===== src/rtl/router_fsm_pkg.sv =====
// Shared types and constants for the 1-to-3 router control FSM.
// State encoding is fixed at 3 bits with DECODE_ADDRESS at zero.
package router_fsm_pkg;

  typedef enum logic [2:0] {
    DECODE_ADDRESS     = 3'd0,
    LOAD_FIRST_DATA    = 3'd1,
    LOAD_DATA          = 3'd2,
    LOAD_PARITY        = 3'd3,
    FIFO_FULL_STATE    = 3'd4,
    LOAD_AFTER_FULL    = 3'd5,
    WAIT_TILL_EMPTY    = 3'd6,
    CHECK_PARITY_ERROR = 3'd7
  } state_e;

  localparam logic [1:0] ADDR_0       = 2'd0;
  localparam logic [1:0] ADDR_1       = 2'd1;
  localparam logic [1:0] ADDR_2       = 2'd2;
  localparam logic [1:0] ADDR_INVALID = 2'd3;

  // Picks the per-FIFO flag for an address; the invalid address selects nothing.
  function automatic logic addr_sel(input logic [1:0] addr,
                                    input logic f0, input logic f1, input logic f2);
    logic r;
    r = 1'b0;
    case (addr)
      ADDR_0:  r = f0;
      ADDR_1:  r = f1;
      ADDR_2:  r = f2;
      default: r = 1'b0;
    endcase
    return r;
  endfunction

endpackage


===== src/rtl/router_fsm.sv =====
// Router control FSM: address decode, header/payload/parity sequencing,
// FIFO-full back-pressure and per-FIFO soft reset.
module router_fsm
  import router_fsm_pkg::*;
(
  input  logic       clock,
  input  logic       resetn,
  input  logic       pkt_valid,
  input  logic       parity_done,
  input  logic [1:0] data_in,
  input  logic       soft_reset_0,
  input  logic       soft_reset_1,
  input  logic       soft_reset_2,
  input  logic       fifo_full,
  input  logic       low_pkt_valid,
  input  logic       fifo_empty_0,
  input  logic       fifo_empty_1,
  input  logic       fifo_empty_2,
  output logic       busy,
  output logic       detect_add,
  output logic       ld_state,
  output logic       laf_state,
  output logic       full_state,
  output logic       write_enb_reg,
  output logic       rst_int_reg,
  output logic       lfd_state
);

  state_e     state_q, state_d;
  logic [1:0] addr_q, addr_d;
  logic       in_empty;
  logic       latched_empty;
  logic       soft_rst;

  // Reset input is active-high despite its name.
  always_ff @(posedge clock) begin
    if (resetn) begin
      state_q <= DECODE_ADDRESS;
      addr_q  <= ADDR_0;
    end else begin
      state_q <= state_d;
      addr_q  <= addr_d;
    end
  end

  // DA decodes the live address; WTE and soft reset use the latched one.
  always_comb begin
    in_empty      = addr_sel(data_in, fifo_empty_0, fifo_empty_1, fifo_empty_2);
    latched_empty = addr_sel(addr_q, fifo_empty_0, fifo_empty_1, fifo_empty_2);
    soft_rst      = addr_sel(addr_q, soft_reset_0, soft_reset_1, soft_reset_2);

    addr_d = addr_q;
    if (state_q == DECODE_ADDRESS && pkt_valid)
      addr_d = data_in;

    state_d = state_q;
    case (state_q)
      DECODE_ADDRESS: begin
        if (pkt_valid && data_in != ADDR_INVALID)
          state_d = in_empty ? LOAD_FIRST_DATA : WAIT_TILL_EMPTY;
      end
      LOAD_FIRST_DATA: state_d = LOAD_DATA;
      LOAD_DATA: begin
        if (fifo_full)       state_d = FIFO_FULL_STATE;
        else if (!pkt_valid) state_d = LOAD_PARITY;
      end
      FIFO_FULL_STATE: begin
        if (!fifo_full) state_d = LOAD_AFTER_FULL;
      end
      LOAD_AFTER_FULL: begin
        if (parity_done)        state_d = DECODE_ADDRESS;
        else if (low_pkt_valid) state_d = LOAD_PARITY;
        else                    state_d = LOAD_DATA;
      end
      LOAD_PARITY: state_d = CHECK_PARITY_ERROR;
      CHECK_PARITY_ERROR: state_d = fifo_full ? FIFO_FULL_STATE : DECODE_ADDRESS;
      WAIT_TILL_EMPTY: begin
        if (latched_empty) state_d = LOAD_FIRST_DATA;
      end
      default: state_d = DECODE_ADDRESS;
    endcase

    if (soft_rst)
      state_d = DECODE_ADDRESS;
  end

  always_comb begin
    detect_add    = (state_q == DECODE_ADDRESS);
    lfd_state     = (state_q == LOAD_FIRST_DATA);
    ld_state      = (state_q == LOAD_DATA);
    laf_state     = (state_q == LOAD_AFTER_FULL);
    full_state    = (state_q == FIFO_FULL_STATE);
    rst_int_reg   = (state_q == CHECK_PARITY_ERROR);
    busy          = !(state_q == DECODE_ADDRESS || state_q == LOAD_DATA);
    write_enb_reg = (state_q == LOAD_DATA) || (state_q == LOAD_PARITY) ||
                    (state_q == LOAD_AFTER_FULL);
  end

endmodule


===== config.mk =====
export PLATFORM = sky130hd
export DESIGN_NAME = router_fsm
export DESIGN_NICKNAME = d
export VERILOG_FILES = /design/src/rtl/router_fsm_pkg.sv /design/src/rtl/router_fsm.sv
export SDC_FILE = /design/constraint.sdc
export NUM_CORES = 1
export LEC_CHECK = 0
export ABC_CLOCK_PERIOD_IN_PS = 1840
export CAP_MARGIN = 20
export CORE_AREA = 2 2 39 41
export DETAILED_ROUTE_END_ITERATION = 8
export DIE_AREA = 0 0 41 43
export GPL_ROUTABILITY_DRIVEN = 0
export PLACE_DENSITY = 0.76
export SLEW_MARGIN = 0
export SYNTH_ARGS = -nofsm -noshare
export SYNTH_HDL_FRONTEND = slang
export SYNTH_SLANG_ARGS = --single-unit

===== constraint.sdc =====
create_clock -name clock -period 1.84 [get_ports clock]
set_clock_uncertainty 0.05 [all_clocks]
set_input_delay 0.368 -clock clock [delete_from_list [all_inputs] [get_ports clock]]
set_output_delay 0.368 -clock clock [all_outputs]
set_load 0.01 [all_outputs]

==> flow_metrics.py <==
metrics = {
    "power_and_ir_drop": {
        "power.leakage_uw": 0.000409,
        "vdd.ir_drop.worst_mv": 0.348,
        "cellPowerDensity_nw_per_um2": 747,
    },
    "synth": {
        "synthCells": 55,
        "synth_top_family_by_area": "compound AO/OA/AOI/OAI gates",
        "synth_top_cell_by_area": "dfxtp_1",
        "synth-simple-area-share": 0.311,
        "synth_fa_ha_area_frac": 0,
        "synthArstFlopShare": 0,
        "ys_seq_area_frac": 0.214,
        "yosysWarnings": 0,
        "ys_ff_latch": 5,
        "yosys.cell_count.top_type": "nand2_1",
        "synth_top_area_frac": 0.214,
        "synth_edf_count": 0,
        "synth.avg_cell_area_um2": 8.49,
        "synthMuxAreaShare": 0.0965,
        "synth.area.top_cells": "dfxtp_1 (21%), mux2i_1 (6.4%), nand2_1 (6.4%)",
        "synth-xor-area-share": 0,
        "synthTopCellsByCount": "nand2_1 (8), dfxtp_1 (5), a21oi_1 (4)",
        "synthFlopType": "dfxtp_1",
        "synth_compound_area_frac": 0.330,
        "syn-num-nets": 69,
        "syn_area_um2": 467,
        "synth_cell_types": 32,
    },
    "sta": {
        "hold_violations": 0,
        "tightest_slew_ns": 0.285,
        "report.final.slew_viol_count": 0,
        "setup_violations": 0,
        "rsz0062_at_grt": "false",
        "fin_crit_ns": 1.76,
        "whs_ns": 0.469,
        "timing.final.ws_setup_ns": 0.0771,
        "post-route-period-util": 0.958,
        "max_freq_ghz": 0.567,
        "slew_headroom": 0.810,
    },
    "global_routing": {
        "grt_pass1_vias": 508,
        "grt_overflow": 0,
        "grt_start_max_net_pins": 9,
        "gr-usage-all-layers": 0.170,
        "grt_pass1_wl_mm": 2.03,
        "antenna_found_initial": 0,
    },
    "flow_run": {
        "maxCapViolCount": 0,
    },
    "routing": {
        "drtPass1Iterations": 4,
        "drc": 0,
        "wl_mm": 1.35,
        "wl_per_cell_um": 12.6,
        "drt_iter0_drc": 9,
        "ant_nets": 0,
        "vias": 537,
        "vias_per_cell": 5.02,
    },
    "placed_design": {
        "post-place-ws_ns": -0.0637,
        "place.port_buffers": 21,
        "hpwl_mm": 1.06,
        "dp_cells": 103,
    },
    "clock_network": {
        "cts_buffers": 3,
        "clkLatencyLatePin_ns": 0.25,
        "ctsHoldBuffers": 0,
        "cts.sinks": 5,
        "cts.clk_slew.worst_paths_ns": 0.04,
        "clock-root-buffer": "clkbuf_4",
        "clock_path_buffers": 2,
        "h-tree-depth": 1,
        "cts_tree": "done",
    },
    "worst_setup_path": {
        "arrival_ns": 1.34,
        "cp.required_ns": 1.42,
        "cp-start-kind": "flip-flop",
        "end_kind": "output pin",
        "cp_max_fo": 8,
        "worstSetupPathType": "flip-flop to output pin",
    },
    "cells_and_area": {
        "num_antenna_cells": 0,
        "n_fill_cell": 124,
        "drive_above_1_share": 0.319,
        "stdcell_count": 107,
        "final_util": 0.590,
        "final_nets": 106,
        "syn2layout_area_growth_pct": 75.1,
    },
    "min_path": {
        "hold_path_class": "flip-flop to flip-flop",
    },
    "floorplan": {
        "die_h_um": 43,
        "io_pins": 22,
        "dieArea_um2": 1760,
        "core.rowCount": 14,
        "fp.coreArea_um2": 1380,
        "die_w_um": 41,
        "initial_core_util": 0.337,
    },
    "outcome": {
        "status": "complete, no violations",
    },
}
[worst paths after layout]
kind / from / to / slack [ns] / depth (start not counted)
worst max-delay path: state_q[2] / busy / 0.08 / 2
worst min-delay path: state_q[2] / state_q[2] / 0.47 / 2
worst max register to register: addr_q[0] / state_q[0] / 0.28 / 4
worst min register to register: state_q[2] / state_q[2] / 0.47 / 2
[stage by stage]
| step | total power [uW] | TNS (ns) | instance area [um2] |
|---|---|---|---|
| after global placement | 485 | -0.0477 | 783 |
| after floorplan | 305 | 0 | 467 |
| final | 610 | 0 | 817 |
| after global routing | 651 | 0 | 817 |
| after CTS | 614 | 0 | 807 |
| after detailed placement | 488 | -0.0929 | 783 |
[repair_timing]
item | CTS | global route
setup buffers | 0 | 0
pin swaps | 0 | 0
gates resized for setup | 6 | 4
setup endpoints to repair | 8 | 4
[worst max-delay path: stages, from the launching register on]
cell and delay (ns):
dfxtp_2 0.35, or2_4 0.28, clkdlybuf4s50_1 0.48
[layout make-up]
| cell class | count | area (um2) | area share |
|---|---|---|---|
| Tap cell | 16 | 20.0 | 0.0245 |
| Multi-Input combinational cell | 45 | 347 | 0.424 |
| Clock buffer | 4 | 26.3 | 0.0322 |
| Timing Repair Buffer | 34 | 310 | 0.380 |
| Sequential cell | 5 | 103 | 0.126 |
| Inverter | 3 | 11.3 | 0.0138 |
[placed cells by master (no fill, tap or decap), types with 2 or more instances in the layout]
| cell | netlist | final |
|---|---|---|
| clkdlybuf4s50_1 | 0 | 14 |
| buf_4 | 1 | 13 |
| nand2_1 | 8 | 8 |
| a21oi_1 | 4 | 4 |
| dlygate4sd2_1 | 0 | 4 |
| inv_1 | 3 | 3 |
| nor2_1 | 3 | 3 |
| mux2i_1 | 3 | 3 |
| dfxtp_1 | 5 | 3 |
| clkbuf_4 | 0 | 3 |
| dlymetal6s2s_1 | 0 | 3 |
| and3_1 | 2 | 2 |
| o21bai_1 | 2 | 2 |
| nand3_1 | 2 | 2 |
| dfxtp_2 | 0 | 2 |
[power breakdown]
part	internal, uW	switching (uW)	total [uW]
Combinational	189	143	332
Sequential	125	22.3	147
Clock	82.2	49.0	131
[state kept, by name (all words and copies together) (netlist names)]
register	cells
state_q	3
addr_q	2
[cells by family after synthesis]
kind of cell / Yosys count
AO/OA/AOI/OAI: 17
buffers and inverters: 5
flip-flops: 5
multiplexers: 4
AND/OR/NAND/NOR: 24
[layer usage]
layer | up-vias | routed length, um | track usage
met1 | 236 | 558 | 0.194
li1 | 279 | - | -
met3 | 2 | 94 | 0.00524
met2 | 20 | 676 | 0.300
met5 | - | 0 | 0
met4 | 0 | 16 | 0.0800
(Power assumes the default switching activity.)
